### src/rtl/led_arbiter.sv
// led_arbiter: owns the 4-bit LED bank; heartbeat when idle, round-robin
// loans of HOLD_TICKS prescaler ticks to two requesters via req/gnt/done.
//
// Ports:
//   pG0          clock (posedge)
//   pG1          synchronous active-high reset
//   req[1:0]     per-requester LED request
//   data0/data1  4-bit patterns, held stable while the matching req is high
//   leds[3:0]    LED pin drive (registered)
//   gnt[1:0]     one-cycle grant pulse (registered)
//   done         one-cycle end-of-slot pulse (registered)
//   busy         high while the LEDs are loaned out (registered)
//
// Optional feature: define LED_ARB_GAP_EN to blank the LEDs for up to one
// tick between a slot and the return to the heartbeat.
module led_arbiter #(
    parameter int PRESCALE_W = 10,
    parameter int HOLD_TICKS = 4
) (
    input  logic       pG0,
    input  logic       pG1,
    input  logic [1:0] req,
    input  logic [3:0] data0,
    input  logic [3:0] data1,
    output logic [3:0] leds,
    output logic [1:0] gnt,
    output logic       done,
    output logic       busy
);

    localparam logic [1:0] S_IDLE = 2'd0;
    localparam logic [1:0] S_SHOW = 2'd1;
`ifdef LED_ARB_GAP_EN
    localparam logic [1:0] S_GAP  = 2'd2;
`endif
    localparam logic [7:0] HOLD_LAST = 8'(HOLD_TICKS - 1);

    logic [PRESCALE_W-1:0] r_pre;
    logic [3:0]            r_hb;
    logic [1:0]            r_state;
    logic [7:0]            r_hold;
    logic [3:0]            r_pat;
    logic                  r_last;
    logic [3:0]            r_leds;
    logic [1:0]            r_gnt;
    logic                  r_done;
    logic                  r_busy;

    logic       w_tick;
    logic       w_win;
    logic [3:0] w_hb_nx;
    logic [1:0] w_state_nx;
    logic [7:0] w_hold_nx;
    logic [3:0] w_pat_nx;
    logic       w_last_nx;
    logic [1:0] w_gnt_nx;
    logic       w_done_nx;
    logic [3:0] w_leds_nx;

    assign w_tick  = &r_pre;
    assign w_hb_nx = w_tick ? r_hb + 4'd1 : r_hb;

    // Sole requester wins; on a tie the one that did not win last time.
    always_comb begin
        w_win = ~r_last;
        if (req == 2'b01) w_win = 1'b0;
        if (req == 2'b10) w_win = 1'b1;
    end

    always_comb begin
        w_state_nx = r_state;
        w_hold_nx  = r_hold;
        w_pat_nx   = r_pat;
        w_last_nx  = r_last;
        w_gnt_nx   = 2'b00;
        w_done_nx  = 1'b0;
        case (r_state)
            S_IDLE: begin
                if (|req) begin
                    w_state_nx = S_SHOW;
                    w_pat_nx   = w_win ? data1 : data0;
                    w_last_nx  = w_win;
                    w_hold_nx  = 8'd0;
                    w_gnt_nx   = w_win ? 2'b10 : 2'b01;
                end
            end
            S_SHOW: begin
                if (w_tick) begin
                    if (r_hold == HOLD_LAST) begin
                        w_done_nx  = 1'b1;
`ifdef LED_ARB_GAP_EN
                        w_state_nx = S_GAP;
`else
                        w_state_nx = S_IDLE;
`endif
                    end else begin
                        w_hold_nx = r_hold + 8'd1;
                    end
                end
            end
`ifdef LED_ARB_GAP_EN
            S_GAP: begin
                if (w_tick) w_state_nx = S_IDLE;
            end
`endif
            default: w_state_nx = S_IDLE;
        endcase
    end

    // Outputs are registered from next-state values so they line up
    // with the state they describe.
    always_comb begin
        w_leds_nx = 4'd0;
        if (w_state_nx == S_IDLE) w_leds_nx = w_hb_nx;
        if (w_state_nx == S_SHOW) w_leds_nx = w_pat_nx;
    end

    always_ff @(posedge pG0) begin
        if (pG1) begin
            r_pre   <= '0;
            r_hb    <= 4'd0;
            r_state <= S_IDLE;
            r_hold  <= 8'd0;
            r_pat   <= 4'd0;
            r_last  <= 1'b1;
            r_leds  <= 4'd0;
            r_gnt   <= 2'b00;
            r_done  <= 1'b0;
            r_busy  <= 1'b0;
        end else begin
            r_pre   <= r_pre + PRESCALE_W'(1);
            r_hb    <= w_hb_nx;
            r_state <= w_state_nx;
            r_hold  <= w_hold_nx;
            r_pat   <= w_pat_nx;
            r_last  <= w_last_nx;
            r_leds  <= w_leds_nx;
            r_gnt   <= w_gnt_nx;
            r_done  <= w_done_nx;
            r_busy  <= (w_state_nx != S_IDLE);
        end
    end

    assign leds = r_leds;
    assign gnt  = r_gnt;
    assign done = r_done;
    assign busy = r_busy;

endmodule

### config.mk
export PLATFORM = sky130hd
export DESIGN_NAME = led_arbiter
export DESIGN_NICKNAME = d
export VERILOG_FILES = /design/src/rtl/led_arbiter.sv
export SDC_FILE = /design/constraint.sdc
export NUM_CORES = 1
export LEC_CHECK = 0
export ABC_AREA = 0
export CAP_MARGIN = 25
export CORE_MARGIN = 2
export CORE_UTILIZATION = 61
export CTS_CLUSTER_DIAMETER = 120
export DETAILED_ROUTE_END_ITERATION = 10
export DONT_BUFFER_PORTS = 1
export HOLD_SLACK_MARGIN = 0.12
export PLACE_DENSITY_LB_ADDON = 0.08
export SLEW_MARGIN = 10
export SYNTH_ARGS = -nofsm -noshare
export SYNTH_HDL_FRONTEND = slang
export SYNTH_SLANG_ARGS = --single-unit
### constraint.sdc
create_clock -name pG0 -period 2 [get_ports pG0]
set_input_delay 0.4 -clock pG0 [delete_from_list [all_inputs] [get_ports pG0]]
set_output_delay 0.4 -clock pG0 [all_outputs]
set_load 0.1 [all_outputs]
[Word-level counts from Yosys, hierarchy flattened]
Index checks and enable logic that the tools add are counted.
Word-level totals
  output and inout bits: 8
  register bits: 37
  logic and storage cells: 54
Cells by class
  reductions and logical operators: 10
  multiplexer cells: 18
  bitwise gates (word level): 5
  add/sub/neg operators: 3
  eq/ne operators: 8
Operator list (count)
  $mux W4: 6
  $mux W8: 3
  $pmux W8 S2: 1
  $add A10 B1 Y10 const B: 1
  $reduce_and A10 Y1: 1
  $add A8 B1 Y8 const B: 1
  $eq A8 B2 Y1 const B: 1
  $mux W2: 4
  $eq A2 B1 Y1 const B: 3
  $ne A2 B2 Y1 const B: 3
  $reduce_or A3 Y1: 2
  $not A1 Y1: 5
  $add A4 B1 Y4 const B: 1
  $logic_not A2 Y1: 2
  $pmux W2 S2: 1
  $reduce_and A4 Y1: 1
  $reduce_bool A2 Y1: 2
  $mux W1: 3
  $eq A2 B2 Y1 const B: 1
  $reduce_and A2 Y1: 1
  $reduce_or A2 Y1: 1

[Depth between registers and ports, before layout]
  depth in word-level cells: 7
  depth in mapped cells: 6
  mapped depth without buffers: 6

[Worst setup path before layout]
No wires, ideal clock.
  path kind: register to register
  start point: register r_hold[0]
  end point: register r_leds[0] (netlist: leds[0])
  required time: 1877 ps
  stages on the path, launching flop included: 6
  data arrival time: 1656 ps
  buffers on the path: 0
  clock period less this slack: 1780 ps
  setup slack: 220 ps
  cell sequence: dfxtp_1 ha_1 or4b_4 nor2_2 a31oi_4 mux2_1
Between the ends
  word-level cells in the longest chain between the ends: 7
  elaborated cells between the ends (all ways): 8
Ends and longest elaborated chain
  from (decl): line 41  | logic [7:0] r_hold;
  from (signal assigned): line 134  | r_hold <= w_hold_nx;
  $eq A8 B2 Y1 (*): line 89  | if (r_hold == HOLD_LAST) begin
  $mux W2 (*): line 89
  $mux W2 (*): line 88  | if (w_tick) begin
  $pmux W2 S2 (*): line 77  | case (r_state)
  $logic_not A2 Y1: line 114  | if (w_state_nx == S_IDLE) w_leds_nx = w_hb_nx;
  $mux W4: line 114
  $mux W4 (*): line 115  | if (w_state_nx == S_SHOW) w_leds_nx = w_pat_nx;
  to (signal assigned): line 137  | r_leds <= w_leds_nx;
  to (decl): line 44  | logic [3:0] r_leds;
Mark *: on every way between the ends. The rest lies on a longest branch, timed or not.
A chain may end at the register's enable or synchronous reset.

[Worst setup path after layout]
  start point: register r_hold[0]
  end point: register r_leds[2] (netlist: leds[2])
Same word-level chain as after synthesis.

==> impl_metrics.ini <==
[synth]
netlist_area_sq_mm = 0.001587
synth_xor_xnor_area_share_pct = 8.281
syn_nets = 174
synth_fa_ha_area_share_pct = 3.076
synth_seq_cells = 37
ys_seq_area_share_pct = 46.69
synthSimpleGateAreaFrac_pct = 22.95
synth_area_per_cell_sq_um = 9.978
synth_cells = 159
synth_top_family_by_area = simple AND/OR/NAND/NOR gates
yosysWarnings = 0
synth_compound_area_share_pct = 9.621
synth.distinct_cells = 44
synth.area.mux_share_pct = 6.703

[power_and_ir_drop]
clkPwrFrac_pct = 28.3
power.total_mw = 1.284
leakage_nw = 0.6614
ir_drop_mv = 0.7163
power_density_mw_per_mm2 = 742.9
p_sw_mw = 0.3384
pwr-share-comb_pct = 11.7
p_int_mw = 0.9453
p_seq_share_pct = 60.0
swShare_pct = 26.36

[clock_network]
clkSinkCount = 37
clkTransAtPathRegs_ns = 0.10
cts_buffers = 5
htree_levels = 2
clock-root-buffer = clkbuf_4
cts_tree = yes
clock_path_buffers = 2
clock_latency_ns = 0.34

[routing]
via_count = 1141
dr.first_iter.drc_count = 19
wl_um = 2694
vias_per_cell = 5.649
drc = 0
antenna_left = 0
firstDrtPassIters = 4
detail_route.wl_per_cell_um = 13.34

[die]
die_area_sq_mm = 0.003025
ioPinCount = 20
initial_core_util_pct = 64.04
fp.dieW_um = 55
core-area_sq_mm = 0.002477
fp.dieH_um = 55
row_count = 18

[finish]
final_cell_mix = dfxtp_1, nor2_1, xnor2_1, buf_4, xor2_1
synthToLayoutAreaGrowth_pct = 8.912
diodes = 0
final_nets = 186
post-route-util_pct = 69.75
layout-drive-gt1-share_pct = 15.70
final_common_cell = dfxtp_1

[placed_design]
gp_congestion = 0.7490
portBuffers = 0
hpwl_um = 1880

[critical_path]
critPathMaxFanout = 8
cp_data_required_time_ns = 2.22
cpPeakStageDelay_ns = 0.49
arrival_ns = 2.13
path_buf_inv = 0
crit_chain = ha_2 > or4b_4 > nor2_2 > a31oi_4 > mux2_1
crit_family = simple AND/OR/NAND/NOR gates
crit_type = reg -> reg
critPathCaptureType = register
critical-path-slowest-cell = or4b_4
cp-start-kind = register

[global_route]
grt_max_degree = 20
antenna_found_initial = 0
grt_overflow = 0
grt_pass1_wl_um = 4084
grt_use_total_pct = 20.07
grt_pass1_vias = 1021

[sta]
slew_viol_final = 0
worstMarginPinSlew_ns = 0.6416
slew_headroom_pct = 57.09
finalCriticalPeriod_ns = 1.906
fin_skew_ns = 0.01047
max_freq_mhz = 524.8
timing.final.crit_share_pct = 95.28
totalNegativeSetupSlack_ns = 0
hold_viol_final = 0
rsz0062_at_grt = no
setup_violations = 0

[run_status]
outcome = finished clean

[hold_path]
hold_path_class = in -> reg

[flow_run]
maxCapViolCount = 0
[what timing repair did]
action / CTS / global route
setup buffers: 0 / 0
gates resized for setup: 0 / 1
hold endpoints to repair: 19 / 6
setup endpoints to repair: 0 / 3
hold buffers: 1 / 1
[power by group through the flow]
stage	Combinational [mW]	Sequential (mW)	Clock, mW
CTS	0.147	0.771	0.377
global route	0.160	0.773	0.406
global placement	0.137	0.786	0
finish	0.150	0.770	0.363
detailed placement	0.139	0.788	0
floorplan	0.0726	0.837	0
[layout make-up]
cell class | instances | area, sq um
clock buffer | 8 | 48.80
sequential | 37 | 740.7
inverter | 3 | 11.26
timing repair buffer | 10 | 80.08
tap | 30 | 37.54
multi-input combinational | 114 | 809.5
fill | 206 | 749.5
[metrics by stage]
stage	worst slack, ns	area, sq um	hold slack [ns]	cells
floorplan	0.2204	1587	0.4262	159
global placement	0.1517	1657	0.4390	192
detailed placement	0.09616	1657	0.4557	192
CTS	0.07269	1715	0.1210	201
global route	0.003785	1728	0.1212	202
finish	0.09443	1728	0.1471	202
[kinds of logic (layout without fill, tap and decap cells)]
family,after synthesis,in the layout
flip-flops,37,37
AO/OA/AOI/OAI,17,17
other,1,1
multiplexers,10,10
buffers and inverters,8,21
adder cells (fa/ha/maj),4,4
AND/OR/NAND/NOR,67,67
XOR/XNOR,15,15
[worst paths after layout]
path	start	endpoint	slack, ns	cells past startpoint
setup / recovery	r_hold[0]$_SDFFE_PP0P_	leds[2]$_SDFF_PP0_	0.09	5
hold / removal	pG1	gnt[0]$_SDFF_PP0_	0.15	1
setup reg to reg	r_hold[0]$_SDFFE_PP0P_	leds[2]$_SDFF_PP0_	0.09	5
hold reg to reg	r_pre[0]$_SDFF_PP0_	r_pre[0]$_SDFF_PP0_	0.48	1
[cells in the mapped netlist (all sizes together)]
cell	number	area, sq um
nor2b	5	31.28
o31ai	1	7.510
dfxtp	37	740.7
a211oi	5	37.54
clkbuf	1	3.750
conb	1	3.750
nor2	28	107.6
nor4b	1	8.760
nand2b	2	12.51
nor3	3	15.01
buf	4	23.77
a21oi	2	10.01
ha	3	37.54
and4	3	28.78
mux2	5	56.30
a31o	1	8.760
nand4	4	25.02
inv	3	11.26
maj3	1	11.26
nor3b	1	7.510
xnor2	8	70.07
a22oi	1	12.51
xor2	7	61.31
a31oi	1	21.27
o21a	1	7.510
o21ai	3	30.03
nand2	5	18.77
and2b	1	8.760
or4b	1	13.76
nand3	7	47.55
mux2i	5	50.05
and3	4	25.02
a221oi	2	17.52
or3	2	13.77
[layer usage]
layer	wire length (um)	up-vias	GRT usage, %
li1	-	576	-
met1	1214	540	21.89
met2	1326	23	32.54
met3	133	2	9.946
met4	20	0	9.350
met5	0	-	0
[flip-flops by register name, indices dropped and copies added (netlist names), 2 cells and up]
signal,count
r_pre,10
gnt,2
r_pat,4
r_hold,8
r_hb,4
leds,4
r_state,2
No activity file was read; power rests on OpenSTA's default activity.
